## src/rtl/axis_led_pkg.sv

```systemverilog
// axis_led_pkg: shared encodings for the AXI-Stream LED mode controller.
// Holds the LED mode encodings, the command byte field layout, the
// command FSM state encoding and a helper for the 2^r rate divider.
package axis_led_pkg;

   // LED pattern modes carried in command bits [1:0]
   typedef enum logic [1:0] {
      MODE_OFF   = 2'b00,
      MODE_ON    = 2'b01,
      MODE_BLINK = 2'b10,
      MODE_CHASE = 2'b11
   } led_mode_e;

   // Command byte field layout
   localparam int CMD_MODE_LSB = 0;
   localparam int CMD_MODE_W   = 2;
   localparam int CMD_RATE_LSB = 2;
   localparam int CMD_RATE_W   = 2;
   localparam int CMD_MASK_LSB = 4;
   localparam int CMD_MASK_W   = 4;

   // Width of the tick counter that divides by 2^r (r <= 3 -> up to 8)
   localparam int RATE_CNT_W = 3;

   // Command FSM: RUN accepts beats, APPLY is the one-cycle load slot
   typedef enum logic {
      ST_RUN   = 1'b0,
      ST_APPLY = 1'b1
   } fsm_state_e;

   // Last count value of the rate divider for a given rate select r
   function automatic logic [RATE_CNT_W-1:0] rate_last(input logic [CMD_RATE_W-1:0] r);
      return RATE_CNT_W'((4'd1 << r) - 4'd1);
   endfunction

endpackage

```

## src/rtl/led_tick_gen.sv

```systemverilog
// led_tick_gen: prescaler of PERIOD cycles followed by a 2^r tick divider.
// step is a one-cycle pulse every PERIOD*2^r cycles. clear restarts both
// counters from zero and suppresses any tick that lands on the same cycle.
module led_tick_gen
   import axis_led_pkg::*;
#(
   parameter int PERIOD = 8
) (
   input  logic                  clk,
   input  logic                  rst,
   input  logic                  clear,
   input  logic [CMD_RATE_W-1:0] r,
   output logic                  step
);

   localparam int PW = (PERIOD > 1) ? $clog2(PERIOD) : 1;
   localparam logic [PW-1:0] PRE_LAST = PW'(PERIOD - 1);

   logic [PW-1:0]         pre_q;
   logic [PW-1:0]         pre_d;
   logic [RATE_CNT_W-1:0] rate_q;
   logic [RATE_CNT_W-1:0] rate_d;
   logic                  tick;

   // Next-state for prescaler and rate divider; clear wins over counting
   always_comb begin
      tick   = (pre_q == PRE_LAST) && !clear;
      // >= keeps the divider from running away if r ever shrinks mid-count
      step   = tick && (rate_q >= rate_last(r));
      pre_d  = pre_q;
      rate_d = rate_q;
      if (clear) begin
         pre_d  = '0;
         rate_d = '0;
      end else begin
         pre_d = tick ? '0 : pre_q + 1'b1;
         if (tick) begin
            rate_d = step ? '0 : rate_q + 1'b1;
         end
      end
   end

   // Counter registers
   always_ff @(posedge clk or posedge rst) begin
      if (rst) begin
         pre_q  <= '0;
         rate_q <= '0;
      end else begin
         pre_q  <= pre_d;
         rate_q <= rate_d;
      end
   end

endmodule

```

## src/rtl/axis_led_mode.sv

```systemverilog
// axis_led_mode: AXI-Stream command sink driving an LED bank.
// Each accepted byte selects mode [1:0], rate r [3:2] and LED mask [7:4].
// A handshake moves the FSM to APPLY for one cycle, which loads the command
// and restarts the pattern; led is registered one cycle after that state.
// Optional macro AXIS_LED_PWM_EN gates every lit LED with a 16-slot PWM
// whose on-time is PWM_DUTY slots.
module axis_led_mode
   import axis_led_pkg::*;
#(
   parameter int CLK_FREQ_HZ = 125_000_000,
   parameter int BLINK_HZ    = 2,
   parameter int NUM_LEDS    = 4,
   parameter int PWM_DUTY    = 8
) (
   input  logic                clk,
   input  logic                rst,
   input  logic [7:0]          s_axis_tdata,
   input  logic                s_axis_tvalid,
   output logic                s_axis_tready,
   input  logic                s_axis_tlast,
   output logic [NUM_LEDS-1:0] led,
   output logic [1:0]          mode
);

   localparam int PERIOD = CLK_FREQ_HZ / (2 * BLINK_HZ);
   localparam int IW     = (NUM_LEDS > 1) ? $clog2(NUM_LEDS) : 1;
   localparam logic [IW-1:0] IDX_LAST = IW'(NUM_LEDS - 1);

   // Command FSM and pending command
   fsm_state_e            state_q;
   fsm_state_e            state_d;
   logic                  tready_q;
   logic                  tready_d;
   led_mode_e             cmd_mode_q;
   led_mode_e             cmd_mode_d;
   logic [CMD_RATE_W-1:0] cmd_rate_q;
   logic [CMD_RATE_W-1:0] cmd_rate_d;
   logic [NUM_LEDS-1:0]   cmd_mask_q;
   logic [NUM_LEDS-1:0]   cmd_mask_d;

   // Applied command and pattern state
   led_mode_e             mode_q;
   led_mode_e             mode_d;
   logic [CMD_RATE_W-1:0] rate_q;
   logic [CMD_RATE_W-1:0] rate_d;
   logic [NUM_LEDS-1:0]   mask_q;
   logic [NUM_LEDS-1:0]   mask_d;
   logic                  phase_q;
   logic                  phase_d;
   logic [IW-1:0]         idx_q;
   logic [IW-1:0]         idx_d;

   // Output register
   logic [NUM_LEDS-1:0]   led_q;
   logic [NUM_LEDS-1:0]   led_d;

   logic                  handshake;
   logic                  apply;
   logic                  step;
   logic                  pwm_on;
   logic [NUM_LEDS-1:0]   chase_sel;

   // tlast carries no meaning here and the mask bits above NUM_LEDS are dropped
   logic [8:0]            unused_inputs;
   assign unused_inputs = {s_axis_tlast, s_axis_tdata};

   assign handshake     = s_axis_tvalid && tready_q;
   assign apply         = (state_q == ST_APPLY);
   assign s_axis_tready = tready_q;
   assign led           = led_q;
   assign mode          = mode_q;

   // FSM next state: accept in RUN, spend exactly one cycle in APPLY
   always_comb begin
      state_d    = state_q;
      tready_d   = tready_q;
      cmd_mode_d = cmd_mode_q;
      cmd_rate_d = cmd_rate_q;
      cmd_mask_d = cmd_mask_q;
      case (state_q)
         ST_RUN: begin
            tready_d = 1'b1;
            if (handshake) begin
               state_d    = ST_APPLY;
               tready_d   = 1'b0;
               cmd_mode_d = led_mode_e'(s_axis_tdata[CMD_MODE_LSB +: CMD_MODE_W]);
               cmd_rate_d = s_axis_tdata[CMD_RATE_LSB +: CMD_RATE_W];
               cmd_mask_d = s_axis_tdata[CMD_MASK_LSB +: NUM_LEDS];
            end
         end
         ST_APPLY: begin
            state_d  = ST_RUN;
            tready_d = 1'b1;
         end
         default: begin
            state_d  = ST_RUN;
            tready_d = 1'b1;
         end
      endcase
   end

   // FSM state, registered tready and pending command; tready stays low in reset
   always_ff @(posedge clk or posedge rst) begin
      if (rst) begin
         state_q    <= ST_RUN;
         tready_q   <= 1'b0;
         cmd_mode_q <= MODE_OFF;
         cmd_rate_q <= '0;
         cmd_mask_q <= '0;
      end else begin
         state_q    <= state_d;
         tready_q   <= tready_d;
         cmd_mode_q <= cmd_mode_d;
         cmd_rate_q <= cmd_rate_d;
         cmd_mask_q <= cmd_mask_d;
      end
   end

   // Blink/chase timing; APPLY restarts it so a repeated command restarts the pattern
   led_tick_gen #(
      .PERIOD (PERIOD)
   ) u_tick (
      .clk   (clk),
      .rst   (rst),
      .clear (apply),
      .r     (rate_q),
      .step  (step)
   );

   // Load the pending command in APPLY and advance blink phase / chase index on step
   always_comb begin
      mode_d  = mode_q;
      rate_d  = rate_q;
      mask_d  = mask_q;
      phase_d = phase_q;
      idx_d   = idx_q;
      if (apply) begin
         mode_d  = cmd_mode_q;
         rate_d  = cmd_rate_q;
         mask_d  = cmd_mask_q;
         phase_d = 1'b1;
         idx_d   = '0;
      end else if (step) begin
         phase_d = !phase_q;
         idx_d   = (idx_q == IDX_LAST) ? '0 : idx_q + 1'b1;
      end
   end

   // Applied command and pattern registers
   always_ff @(posedge clk or posedge rst) begin
      if (rst) begin
         mode_q  <= MODE_OFF;
         rate_q  <= '0;
         mask_q  <= '0;
         phase_q <= 1'b0;
         idx_q   <= '0;
      end else begin
         mode_q  <= mode_d;
         rate_q  <= rate_d;
         mask_q  <= mask_d;
         phase_q <= phase_d;
         idx_q   <= idx_d;
      end
   end

   // One-hot chase position; with a single LED this is always bit 0
   generate
      for (genvar gi = 0; gi < NUM_LEDS; gi++) begin : g_chase
         assign chase_sel[gi] = (idx_q == IW'(gi));
      end
   endgenerate

`ifdef AXIS_LED_PWM_EN
   logic       pwm_step;
   logic [3:0] pwm_cnt_q;
   logic [3:0] pwm_cnt_d;

   // Single-cycle slot advance; never cleared so APPLY leaves PWM phase alone
   led_tick_gen #(
      .PERIOD (1)
   ) u_pwm_tick (
      .clk   (clk),
      .rst   (rst),
      .clear (1'b0),
      .r     ('0),
      .step  (pwm_step)
   );

   // PWM slot counter next value
   always_comb begin
      pwm_cnt_d = pwm_step ? pwm_cnt_q + 4'd1 : pwm_cnt_q;
   end

   // Free-running 16-slot PWM counter
   always_ff @(posedge clk or posedge rst) begin
      if (rst) begin
         pwm_cnt_q <= '0;
      end else begin
         pwm_cnt_q <= pwm_cnt_d;
      end
   end

   assign pwm_on = ({1'b0, pwm_cnt_q} < 5'(PWM_DUTY));
`else
   assign pwm_on = 1'b1;
`endif

   // LED pattern from the applied state, optionally gated by PWM
   always_comb begin
      case (mode_q)
         MODE_OFF:   led_d = '0;
         MODE_ON:    led_d = mask_q;
         MODE_BLINK: led_d = phase_q ? mask_q : '0;
         MODE_CHASE: led_d = chase_sel & mask_q;
         default:    led_d = '0;
      endcase
      led_d = led_d & {NUM_LEDS{pwm_on}};
   end

   // Registered LED drive keeps the pins glitch-free
   always_ff @(posedge clk or posedge rst) begin
      if (rst) begin
         led_q <= '0;
      end else begin
         led_q <= led_d;
      end
   end

endmodule

```

## config.mk

```make
export PLATFORM = sky130hd
export DESIGN_NAME = axis_led_mode
export DESIGN_NICKNAME = d
export VERILOG_FILES = /design/src/rtl/axis_led_pkg.sv /design/src/rtl/led_tick_gen.sv /design/src/rtl/axis_led_mode.sv
export SDC_FILE = /design/constraint.sdc
export NUM_CORES = 1
export LEC_CHECK = 0
export CAP_MARGIN = 20
export CORE_MARGIN = 4
export CORE_UTILIZATION = 35
export DETAILED_ROUTE_END_ITERATION = 10
export SLEW_MARGIN = 15
export SYNTH_ARGS = -nofsm -noshare
export SYNTH_HDL_FRONTEND = slang
export SYNTH_HIERARCHICAL = 1
export SYNTH_SLANG_ARGS = --single-unit
```

## constraint.sdc

```tcl
create_clock -name clk -period 5.1 [get_ports clk]
set_input_delay 0.51 -clock clk [delete_from_list [all_inputs] [get_ports clk]]
set_output_delay 0.51 -clock clk [all_outputs]
set_load 0.02 [all_outputs]
```

### Word-level counts from Yosys, hierarchy flattened

Index checks and enable logic that the tools add are counted.

| storage, ports and cells | value |
|---|---|
| register bits | 53 |
| bits of input ports | 12 |
| logic and storage cells | 54 |

| cells by class | value |
|---|---|
| $add $sub $neg | 4 |
| $lt $le $gt $ge | 1 |
| eq/ne operators | 7 |
| shift-type cells | 1 |
| muxes and demuxes | 16 |
| bitwise operators | 2 |
| reductions and logical operators | 10 |

Operators by type and width:

| operator | number |
|---|---|
| $mux 25 | 2 |
| $add 25x1->25 const B | 1 |
| $eq 25x25->1 const B | 1 |
| $pmux 4 s4 | 1 |
| $mux 3 | 3 |
| $eq 2x2->1 const B | 4 |
| $mux 2 | 3 |
| $and 4x4->4 | 1 |
| $eq 2x1->1 const B | 2 |
| $logic_not 2->1 | 2 |
| $mux 1 | 4 |
| $mux 4 | 1 |
| $pmux 1 s2 | 2 |
| $reduce_bool 2->1 | 2 |
| $add 3x1->3 const B | 1 |
| $ge 3x3->1 | 1 |
| $logic_and 1x1->1 | 3 |
| $shl 1x2->3 const A | 1 |
| $sub 3x1->3 const B | 1 |
| $add 2x1->2 const B | 1 |
| $logic_not 1->1 | 2 |
| $reduce_and 2->1 | 1 |
| $not 1->1 | 1 |

### Logic depth before layout (Yosys ltp)

Gate-level depths: netlist of the first run.

| depth | value |
|---|---|
| word-level depth | 7 |
| mapped depth | 7 |
| gate-level depth less buffers | 7 |

### By module

The synthesis of the first run kept the hierarchy.

By module, submodules not included:

| module | times used | cells each | area each (sq um) | sequential area each (sq um) |
|---|---|---|---|---|
| led_tick_gen | 1 | 162 | 1570.3 | 700.7 |
| axis_led_mode | 1 | 70 | 1042.2 | 625.6 |

### Worst setup path before layout of the first run

OpenSTA, ideal clock, no wires.

| timing path | value |
|---|---|
| kind | register to register |
| start | reg u_tick.pre_q[0] |
| end | reg idx_q[0] |
| setup time | 0.122 ns |
| arrival | 2.012 ns |
| data required time | 4.978 ns |
| path slack | 2.966 ns |
| cell stages (with the launch flop) | 8 |
| period minus slack after synthesis | 2.134 ns |
| path through | dfrtp_1 -> ha_1 -> and4_2 -> and4_1 -> nand2_1 -> nor4_1 -> mux2i_1 -> nor2_1 |

| on the way | value |
|---|---|
| word-level cells in the longest chain between the ends | 4 |

Ends and longest elaborated chain:

| item | RTL line | text |
|---|---|---|
| start: declaration | led_tick_gen.sv:19 | `logic [PW-1:0] pre_q;` |
| start signal: assignment | led_tick_gen.sv:49 | `pre_q <= pre_d;` |
| $eq 25x25->1 | led_tick_gen.sv:27 | `tick = (pre_q == PRE_LAST) && !clear;` |
| $logic_and 1x1->1 | led_tick_gen.sv:27 |  |
| $logic_and 1x1->1 | led_tick_gen.sv:29 | `step = tick && (rate_q >= rate_last(r));` |
| named net step | axis_led_mode.sv:59 | `logic step;` |
| $reduce_bool 2->1 (no source line) | n/a |  |
| end signal: assignment | axis_led_mode.sv:162 | `idx_q <= idx_d;` |
| end: declaration | axis_led_mode.sv:50 | `logic [IW-1:0] idx_q;` |

The timed path passes the listed nets, and every way through them passes these cells.
A chain may end at the register's enable or synchronous reset.

### Worst setup path in the final report of the first run

| timing path | value |
|---|---|
| start | reg u_tick.pre_q[0] |
| end | reg idx_q[1] |

Same word-level chain as after synthesis.

==> results.md, run 1 <==
- The post-cts sizing count is 0.
- The Yosys step of the flow raised 6 warnings.
- The start of the worst register-to-register path is u_tick/pre_q[0].
- The count of final hold-check violations is 0.
- Detailed placement ended at an HPWL of 3170 um.
- The final worst-path cycle share is 0.501.
- The number of standard cells after synthesis is 232.
- For this run, the share of the core covered by cells in the final layout is 0.412.
- The iteration-0 DRC count of the detailed router is 76.
- The clock edge transition at the registers on the reported setup and hold paths is 0.09 ns.
- Once the clock tree was built, the setup fixing pass inserted 0 buffers.
- Of all nets on the critical path, the largest fanout is 6.
- The via density per instance is 4.98.
- The effective utilization at floorplan is 0.360.
- The flop-to-flop setup slack is 2.55 ns.
- The number of antenna violations at the first check in global routing was 0.
- In this run the critical register-to-register path is captured at idx_q[1].
- The class of the tightest hold or removal check is in -> async.
- The transition time at the pin with the least slew margin is 0.925 ns.
- After floorplanning, the core was divided into 31 placement rows.
- Counting distinct cell types in the post-synthesis netlist gives 39.
- The number of antenna diodes in the final layout is 0.
- The final routed wire length divided by cell count is 13.1 um.
- The remaining max-slew budget at the tightest pin is 0.383.
- TritonCTS built the clock tree.
- After synthesis, the share of flip-flops with an asynchronous set or reset is 1.00.
- The flow ran to the end, and the final reports show no timing, DRC or antenna violations.
- The count of hold buffers inserted by post-cts repair is 0.
- Counting cells, the worst reg-to-reg path comes to 7.
- The detailed-route via count is 1747.
- Max-cap violations in this run came to 0.
- The via count of the first global-routing pass is 1788.
- The final global-route overflow total is 0.
- In this run the number of H-tree levels came out at 2.
- In the routed design, unresolved DRC markers number 0.
- For this run, the register share of the synthesized area comes to 0.508.
- The length of the first detailed-routing pass in iterations is 4.
- Buffers placed on the I/O ports in this run total 17.
- The count of placed standard cells including taps is 342.
- The wire length of the first global-routing pass is 8430 um.
- Counting the fill cells in the layout gives 715.
- Setup violations remaining at the end of the flow were counted as 0.
- The overall die height is 94.4 um.
- The clock insertion delay at the later pin of the skew report is 0.30 ns.
- The clock net in this run drives a total of 53 sinks.
- The per-instance average area after synthesis is 11.3 sq um.
- The commonest register cell after synthesis is sky130_fd_sc_hd__dfrtp_1.
- The worst path required time is 5.27 ns.
- CTS placed an instance of sky130_fd_sc_hd__clkbuf_8 at the clock tree root.
- The setup TNS after final layout is 0 ns.
- Power spread over the standard cell area amounts to 337 mW/mm^2.
- The start point of the critical path is u_tick/pre_q[0].
- The number of clock buffers added by TritonCTS is 5.
- The share of the synthesized area in the top cell type is 0.508.
- The global routing usage summed across all routing layers is 0.119.
- The finished layout holds 351 standard cells, fillers aside.
- The post-synth net total is 253.
- The pin count of the biggest net entering global routing is 29.
- The clock period could shrink to 2.55 ns.
- The floorplan die area is 0.00891 sq mm.
- In the final layout, the share of cells above drive strength 1 is 0.131.
- Total power for the finished layout comes to 1.01 mW.
- The final number of max-transition violations is 0.
- The cell area after synthesis is 0.00261 sq mm.
- Setup repair after global routing left no endpoint under its margin.
- The synthesis-stage register bit count is 53.
- The area inside the core boundary is 0.00725 sq mm.
- Ranked by total cell area, the synthesized netlist is headed by sky130_fd_sc_hd__dfrtp_1 51%, sky130_fd_sc_hd__mux2_4 4.6%, sky130_fd_sc_hd__ha_1 4.3%, sky130_fd_sc_hd__xor2_1 3.7%, sky130_fd_sc_hd__o21ai_0 3.1%.
- The final wirelength is 4600 um.
- The cell with the most instances after synthesis is sky130_fd_sc_hd__dfrtp_1.
- The element type at the critical path start is a flop.
- The number of enable flip-flop cells after synthesis is 0.
- On the final layout, the worst clock skew is 0.00346 ns.
- After synthesis, the most frequently instantiated cells are 53 x sky130_fd_sc_hd__dfrtp_1, 19 x sky130_fd_sc_hd__nor2_1, 16 x sky130_fd_sc_hd__o21ai_0.
- In this run the static leakage power is 1.28 nW.
- The clock passes through at most 2 buffers.
- STA classifies the critical path endpoint as a flop.
- The setup path with the least slack is of type reg -> reg.
- The I/O pin total is 19.
- Across the VDD grid, the largest voltage drop is 158 uV.
- The peak clock frequency supported by timing is 392 MHz.
- The worst path arrival time is 2.72 ns.
- Registers take 0.00133 sq mm.
- The congestion estimate from routability-driven global placement came to 0.705.
- The critical path endpoint is idx_q[1].
- The layout-stage area growth over the synthesis result is 14.3%.
- The number of nets in the layout is 272.
- The die outline width is 94.4 um.
- The synthesized design spends more area on one cell type than any other, namely sky130_fd_sc_hd__dfrtp_1.
- The multi-input combinational cells in the finished layout cover a total of 0.00120 sq mm.
- The detail route stage leaves a number of antenna-violating nets equal to 0.
-- cells in the final DEF, fill, tap and decap left out, drive strengths merged, types with 9 or more instances in the layout --
| master | count |
|---|---|
| or3 | 10 |
| inv | 10 |
| ha | 9 |
| and4 | 9 |
| dfrtp | 53 |
| mux2 | 15 |
| clkdlybuf4s50 | 17 |
| nor2 | 19 |
| nand4 | 10 |
| xor2 | 11 |
| o21ai | 16 |
| a21oi | 12 |
-- state kept, by name, indices dropped and copies added, names as in the netlist --
name           cells
apply              1
cmd_mask_q         4
cmd_mode_q         2
cmd_rate_q         2
idx_q              2
led                4
mask_q             4
mode               2
phase_q            1
rate_q             2
s_axis_tready      1
u_tick/pre_q      25
u_tick/rate_q      3
-- metal layers --
layer,GRT usage,routed length [um]
met1,0.157,2240
met2,0.190,2180
met4,0.0433,80
met5,0,0
met3,0.0271,95
-- power by group --
group | leakage [nW] | internal [mW] | switching, mW | total [mW]
Sequential | 0.686 | 0.487 | 0.0530 | 0.540
Combinational | 0.538 | 0.119 | 0.101 | 0.220
Clock | 0.0512 | 0.110 | 0.136 | 0.246
Total | 1.28 | 0.716 | 0.290 | 1.01
-- critical path, cell delays in order (launching register included) --
cell                      delay, ns
sky130_fd_sc_hd__dfrtp_1       0.44
sky130_fd_sc_hd__ha_1          0.30
sky130_fd_sc_hd__and4_2        0.26
sky130_fd_sc_hd__and4_1        0.31
sky130_fd_sc_hd__nand2_1       0.08
sky130_fd_sc_hd__nor4_1        0.72
sky130_fd_sc_hd__mux2i_1       0.26
sky130_fd_sc_hd__nor2_1        0.05
-- cell families after synthesis --
logic type | share of synthesized area
AOI/OAI and AO/OA | 0.0924
xor gates and xnor gates | 0.0469
adders and majority gates | 0.0431
buffers and inverters | 0.0326
DFF | 0.508
muxes | 0.0838
and+or+nand+nor | 0.193
-- metrics by stage --
stage          area, sq um  hold slack [ns]  setup slack [ns]
5_1_grt               2990            0.485              2.36
3_3_place_gp          2860            0.466              2.58
2_1_floorplan         2610            0.453              2.97
3_5_place_dp          2860            0.476              2.55
6_report              2990            0.460              2.55
4_1_cts               2960            0.500              2.53
-- worst min path at each step --
stage	startpoint	endpoint	slack, ns	depth (start not counted)
final	rst	u_tick/pre_q[2]	0.46	2
after global routing	rst	u_tick/pre_q[2]	0.48	2
after CTS	cmd_mode_q[1]	mode[1]	0.50	2
after detailed placement	cmd_mode_q[1]	mode[1]	0.48	2
after global placement	cmd_mode_q[1]	mode[1]	0.47	2
after floorplan	cmd_mode_q[1]	mode[1]	0.45	2
-- layout make-up --
cell class                      instances  share of cell area
Clock inverter                          2             0.00461
Sequential cell                        53               0.444
Timing Repair Buffer                   18              0.0662
Clock buffer                            6              0.0276
Multi-Input combinational cell        162               0.402
Inverter                               11              0.0138
Tap cell                               99              0.0415
Power figures use the tool's default switching activity.
==> run 2, diff against run 1 <==
==> constraint.sdc (replaced) <==
create_clock -name clk -period 2.6 [get_ports clk]
set_input_delay 0.26 -clock clk [delete_from_list [all_inputs] [get_ports clk]]
set_output_delay 0.26 -clock clk [all_outputs]
set_load 0.02 [all_outputs]
==> run 2 against run 1 <==
Effect of this change:
- global-route usage is 0.24 points higher
- final cell count is 1.1% higher
- combinational power is 110% higher
- clock skew is 0.0033 ns higher
- critical path type unchanged
==> results.md, run 2 (synthesized netlist as in run 1, its figures left out) <==
- The capturing element type of the critical path is a flop (unchanged).
- The pre-CTS worst setup slack is 0.425 ns (was 2.55 ns).
- The area inside the core boundary is 0.00725 sq mm (unchanged).
- The area after detailed placement was 0.00290 sq mm (was 0.00286 sq mm).
- The largest vdd supply drop is 354 uV (was 158 uV).
- The fill cell instance count of the final layout is 728 (was 715).
- The number of antenna repair diodes is 0 (unchanged).
- The maximum level of the CTS H-tree was 2 (unchanged).
- The summed area of non-filler cells in the final layout is 0.00298 sq mm (was 0.00299 sq mm).
- The minimum clock period came to 2.21 ns (was 2.55 ns).
- The worst setup skew after layout is 0.00680 ns (was 0.00346 ns).
- The static leakage is 1.29 nW (was 1.28 nW).
- The number of antenna violations at the first check in global routing is 0 (unchanged).
- The port buffer count is 17 (unchanged).
- The final worst-path cycle share came to 0.851 (was 0.501).
- The most common cell after layout, fill and taps aside is sky130_fd_sc_hd__dfrtp_1 (unchanged).
- The floorplan die area is 0.00891 sq mm (unchanged).
- The clock edge transition at the registers on the reported setup and hold paths is 0.09 ns (about the same).
- The element type at the critical path start is a flop (unchanged).
- The remaining antenna violation count after routing is 0 (unchanged).
- The effective utilization at floorplan is 0.360 (unchanged).
- The filler-free cell count of the finished design is 355 (was 351).
- The ratio of cells with drive above 1 in the final layout was 0.141 (was 0.131).
- The via density per instance was 4.97 (was 4.98).
- The final wirelength is 4840 um (was 4600 um).
- Run status: finished, final reports clean (unchanged).
- The class of the tightest hold or removal check was in -> async (unchanged).
- The power density over cell area is 653 mW/mm^2 (was 337 mW/mm^2).
- The layout-stage area growth over the synthesis result is 14.2% (was 14.3%).
- The iteration-0 DRC count of the detailed router is 74 (was 76).
- Chain of cells forming the critical path: ha_1, and4_2, and4_1, nand2_1, nor4_1, buf_4, mux2i_1, nor2_1 (was ha_1, and4_2, and4_1, nand2_1, nor4_1, mux2i_1, nor2_1).
- The detailed-route via count is 1766 (was 1747).
- The setup TNS after final layout was 0 ns (unchanged).
- The die outline width came to 94.4 um (unchanged).
- The post-CTS repair timing setup buffer count is 0 (unchanged).
- The total clock sinks was 53 (unchanged).
- The worst path arrival time is 2.41 ns (was 2.72 ns).
- The post-detailed-placement half-perimeter wirelength is 3320 um (was 3170 um).
- The pin count of the biggest net entering global routing is 29 (unchanged).
- The DRC violation count after routing is 0 (unchanged).
- The routability-driven placement congestion ratio is 0.738 (was 0.705).
- The global routing usage summed across all routing layers is 0.121 (was 0.119).
- The total setup violations reported at the end of the flow is 0 (unchanged).
- The flip-flop count of the largest register, all copies and words added is 25 (unchanged).
- The transition time at the pin with the least slew margin is 0.449 ns (was 0.925 ns).
- The count of hold buffers inserted by post-cts repair came to 0 (unchanged).
- The largest stage delay on the critical path is 0.45 ns (was 0.72 ns).
- The number of placement rows is 31 (unchanged).
- The clock tree root buffer cell was sky130_fd_sc_hd__clkbuf_8 (unchanged).
- The remaining max-slew budget at the tightest pin came to 0.700 (was 0.383).
- The via count of the first global-routing pass is 1790 (was 1788).
- The clock insertion delay at the later pin of the skew report is 0.30 ns (about the same).
- The count of max-cap constraint violations is 0 (unchanged).
- The worst path required time came to 2.80 ns (was 5.27 ns).
- The post-cts sizing count came to 0 (unchanged).
- The CTS buffer count was 5 (unchanged).
- The peak clock frequency supported by timing is 452 MHz (was 392 MHz).
- The final routed wire length divided by cell count came to 13.6 um (was 13.1 um).
- The standard cell with the maximum stage delay on the critical path is sky130_fd_sc_hd__dfrtp_1 (was sky130_fd_sc_hd__nor4_1).
- The length of the first detailed-routing pass in iterations is 4 (unchanged).
- The I/O pin total was 19 (unchanged).
- The largest fanout on the critical path came to 6 (unchanged).
- The register name with the most flops is u_tick/pre_q (unchanged).
- The count of placed standard cells including taps was 347 (was 342).
- The wire length of the first global-routing pass is 8380 um (was 8430 um).
- Setup repair after global routing missed its margin: no (unchanged).
- The worst setup path category is reg -> reg (unchanged).
- The final global-route overflow total is 0 (unchanged).
- Most used cells in the layout excluding fill and tap cells: 53 x sky130_fd_sc_hd__dfrtp_1, 19 x sky130_fd_sc_hd__nor2_1, 17 x sky130_fd_sc_hd__clkdlybuf4s50_1 (unchanged).
- The number of nets in the layout is 276 (was 272).
- The final number of max-transition violations is 0 (unchanged).
- The overall die height is 94.4 um (unchanged).
- The minimum setup slack in the final design is 0.387 ns (was 2.55 ns).
- The deepest clock path buffer count is 2 (unchanged).
- The count of final hold-check violations is 0 (unchanged).
- The TritonCTS clock tree is built (unchanged).
[run 2: cell types whose count changed in the layout (fill, tap and decap cells not counted)]
cell / delta
sky130_fd_sc_hd__inv_1: +1
sky130_fd_sc_hd__clkbuf_1: +1
sky130_fd_sc_hd__clkbuf_8: -1
sky130_fd_sc_hd__clkinv_4: -1
sky130_fd_sc_hd__clkinv_2: +1
sky130_fd_sc_hd__buf_16: -1
sky130_fd_sc_hd__clkinv_1: -1
sky130_fd_sc_hd__buf_4: +5
[run 2: cell type report]
cell class | count | area, sq um | share of cell area
clock inverters | 2 | 10.0 | 0.00336
flip-flops and latches | 53 | 1330 | 0.445
inverters | 11 | 41.3 | 0.0138
multi-input cells | 162 | 1200 | 0.403
well taps | 99 | 124 | 0.0415
repair buffers | 22 | 208 | 0.0696
clock buffers | 6 | 72.6 | 0.0243
[run 2: critical path: cells and delay by family (launching register included)]
kind	cells	cell delay, ns
mux	1	0.18
fa+ha+maj	1	0.30
simple gates	5	0.98
flops	1	0.45
buf+inv	1	0.19
[run 2: through the flow]
stage / hold slack, ns / power [mW] / util
after global placement: 0.469 / 1.52 / 0.400
after detailed placement: 0.480 / 1.53 / 0.400
after CTS: 0.334 / 1.98 / 0.411
final: 0.331 / 1.95 / 0.411
after floorplan: 0.287 / 1.35 / -
after global routing: 0.400 / 2.07 / 0.411
[run 2: per-layer routing]
metal	wire, um	GRT usage
met4	45	0.0433
met1	2390	0.161
met5	0	0
met2	2290	0.189
met3	113	0.0335
[run 2: worst paths after layout]
check | start | to | slack, ns | cells past startpoint
max reg2reg | u_tick/pre_q[0] | idx_q[0] | 0.39 | 8
min | rst | mask_q[3] | 0.33 | 3
min in group clk | cmd_mode_q[1] | mode[1] | 0.50 | 2
max in group asynchronous | rst | u_tick/pre_q[24] | 1.99 | 3
min reg2reg | cmd_mode_q[1] | mode[1] | 0.50 | 2
max | u_tick/pre_q[0] | idx_q[0] | 0.39 | 8
[run 2: where the power goes]
part / total, mW / internal (mW) / switching, mW / leakage [nW]
Sequential: 1.05 / 0.955 / 0.0986 / 0.686
Clock: 0.443 / 0.187 / 0.256 / 0.0450
Combinational: 0.453 / 0.242 / 0.211 / 0.554
Total: 1.95 / 1.38 / 0.565 / 1.29
==> edit, RTL diff (config.mk and constraints of run 2) <==
Set the package constant `CMD_RATE_W` to 4 (it was 2).
--- a/src/rtl/axis_led_pkg.sv
+++ b/src/rtl/axis_led_pkg.sv
@@ -16,5 +16,5 @@
    localparam int CMD_MODE_W   = 2;
    localparam int CMD_RATE_LSB = 2;
-   localparam int CMD_RATE_W   = 2;
+   localparam int CMD_RATE_W   = 4;
    localparam int CMD_MASK_LSB = 4;
    localparam int CMD_MASK_W   = 4;
Function: same outputs for any inputs over 10 cycles, from zero or initial values and one cycle with rst high; that may be too few to reach the edited logic, so the function may still have changed.
==> edit against run 2 <==
Cell area grew 6.5%; largest cell class unchanged; power grew 4.5%; die area grew 4.3%; critical path type unchanged; sequential cell count is the same; synthesized area grew 4.7%; combinational power grew 7.9%; setup slack lost 70 ps; wire length grew 9.0%; highest routed layer unchanged.
==> edit: results (changes against run 2) <==
fill_cells: 697  # -4.3%
peakVddDrop_mv: 0.233  # -34%
r2r_start: "mask_q[1]$_DFFE_PP0P_"
syn-instance-count: 253  # +9.1%
synth_fp_nets: 275  # +8.7%
leakagePower_nw: 1.33  # +3.2%
place.gp.congestion: 0.831  # +13%
cp_max_fo: 5  # -1
placed_cells: 372  # +7.2%
fin_skew_ps: 7.76  # +0.959 ps
relSlewSlack_pct: 61.6  # -8.3 points
status: "finished, final reports clean"
muxShareOfSynthArea_pct: 7.64  # -0.74 points
final_common_cell: "dfrtp_1"
hpwlAfterDp_um: 3910  # +18%
synth_xor_xnor_area_share_pct: 5.44  # +0.75 points
routed_wirelength_um: 5270  # +9.0%
synth_compound_area_share_pct: 8.69  # -0.55 points
synth_cell_types: 47  # +21%
grt_use_total_pct: 12.7  # +0.65 points
avgRoutedWirePerCell_um: 13.9  # +1.8%
synth_commonest_cells: "dfrtp_1, nor2_1, o21ai_0"
seq_area_frac_synth_pct: 48.5  # -2.3 points
critPathArrivalTime_ps: 2460  # +50 ps
drtIter0Drc: 138  # +86%
num_vias: 1939  # +9.8%
fin_nets: 302  # +9.4%
synth_fa_ha_area_share_pct: 4.57  # +0.26 points
grt_pass1_wl_um: 9370  # +12%
drive_gt1_share_pct: 14.6  # +0.53 points
-- edit: power by group --
| part | internal (W) | switching, W |
|---|---|---|
| Sequential | 0.000954 | 0.000113 |
| Clock | 0.000196 | 0.000284 |
| Combinational | 0.000259 | 0.000230 |
-- edit: layout make-up --
type	instances	share of cell area, %
sequential	53	41.7
multi-input combinational	180	41.6
timing repair buffer	28	8.35
tap	99	3.90
clock buffer	5	2.17
inverter	12	1.42
clock inverter	3	0.827
-- edit: final timing paths --
kind                                                  end  slack, ps  cells past startpoint
worst min-delay path            cmd_rate_q[1]$_DFFE_PP0P_        180                      2
min in group clk                u_tick/pre_q[0]$_DFF_PP0_        480                      1
worst max register to register       idx_q[1]$_DFFE_PP0P_        320                     10
worst min register to register  u_tick/pre_q[0]$_DFF_PP0_        480                      1
max in group asynchronous                led[1]$_DFF_PP0_       1920                      3
worst max-delay path                 idx_q[1]$_DFFE_PP0P_        320                     10
-- edit: cells by family (layout without fill, tap and decap cells) --
group / Yosys count / in the layout
simple gates: 99 / 99
flops: 53 / 53
compound gates: 38 / 38
buf+inv: 20 / 48
xor+xnor: 17 / 17
mux: 16 / 16
fa+ha+maj: 10 / 10
-- edit: layer usage --
| metal | GRT usage, % | vias to the layer above | wire length [um] |
|---|---|---|---|
| met3 | 3.10 | 2 | 136 |
| met5 | 0 | - | 0 |
| met1 | 16.9 | 937 | 2520 |
| met4 | 2.10 | 0 | 18 |
| li1 | - | 976 | - |
| met2 | 21.4 | 24 | 2590 |
-- edit: worst max-delay path: stages, from the launching register on --
cell	delay, ps
dfrtp_1	420
nor3_1	240
nand2b_1	120
ha_1	200
xnor2_1	180
ha_1	250
nor2_1	270
nor4_1	90
buf_4	180
mux2i_1	150
nor2_1	50
-- edit: through the flow --
| step | worst slack [ps] | area (um2) | util, % | power (W) |
|---|---|---|---|---|
| 2_1_floorplan | 163 | 2740 | - | 0.00139 |
| 3_3_place_gp | 400 | 3080 | 41.6 | 0.00156 |
| 3_5_place_dp | 299 | 3080 | 41.6 | 0.00158 |
| 4_1_cts | 289 | 3180 | 42.9 | 0.00208 |
| 5_1_grt | 75.2 | 3180 | 42.9 | 0.00218 |
| 6_report | 317 | 3180 | 42.9 | 0.00204 |
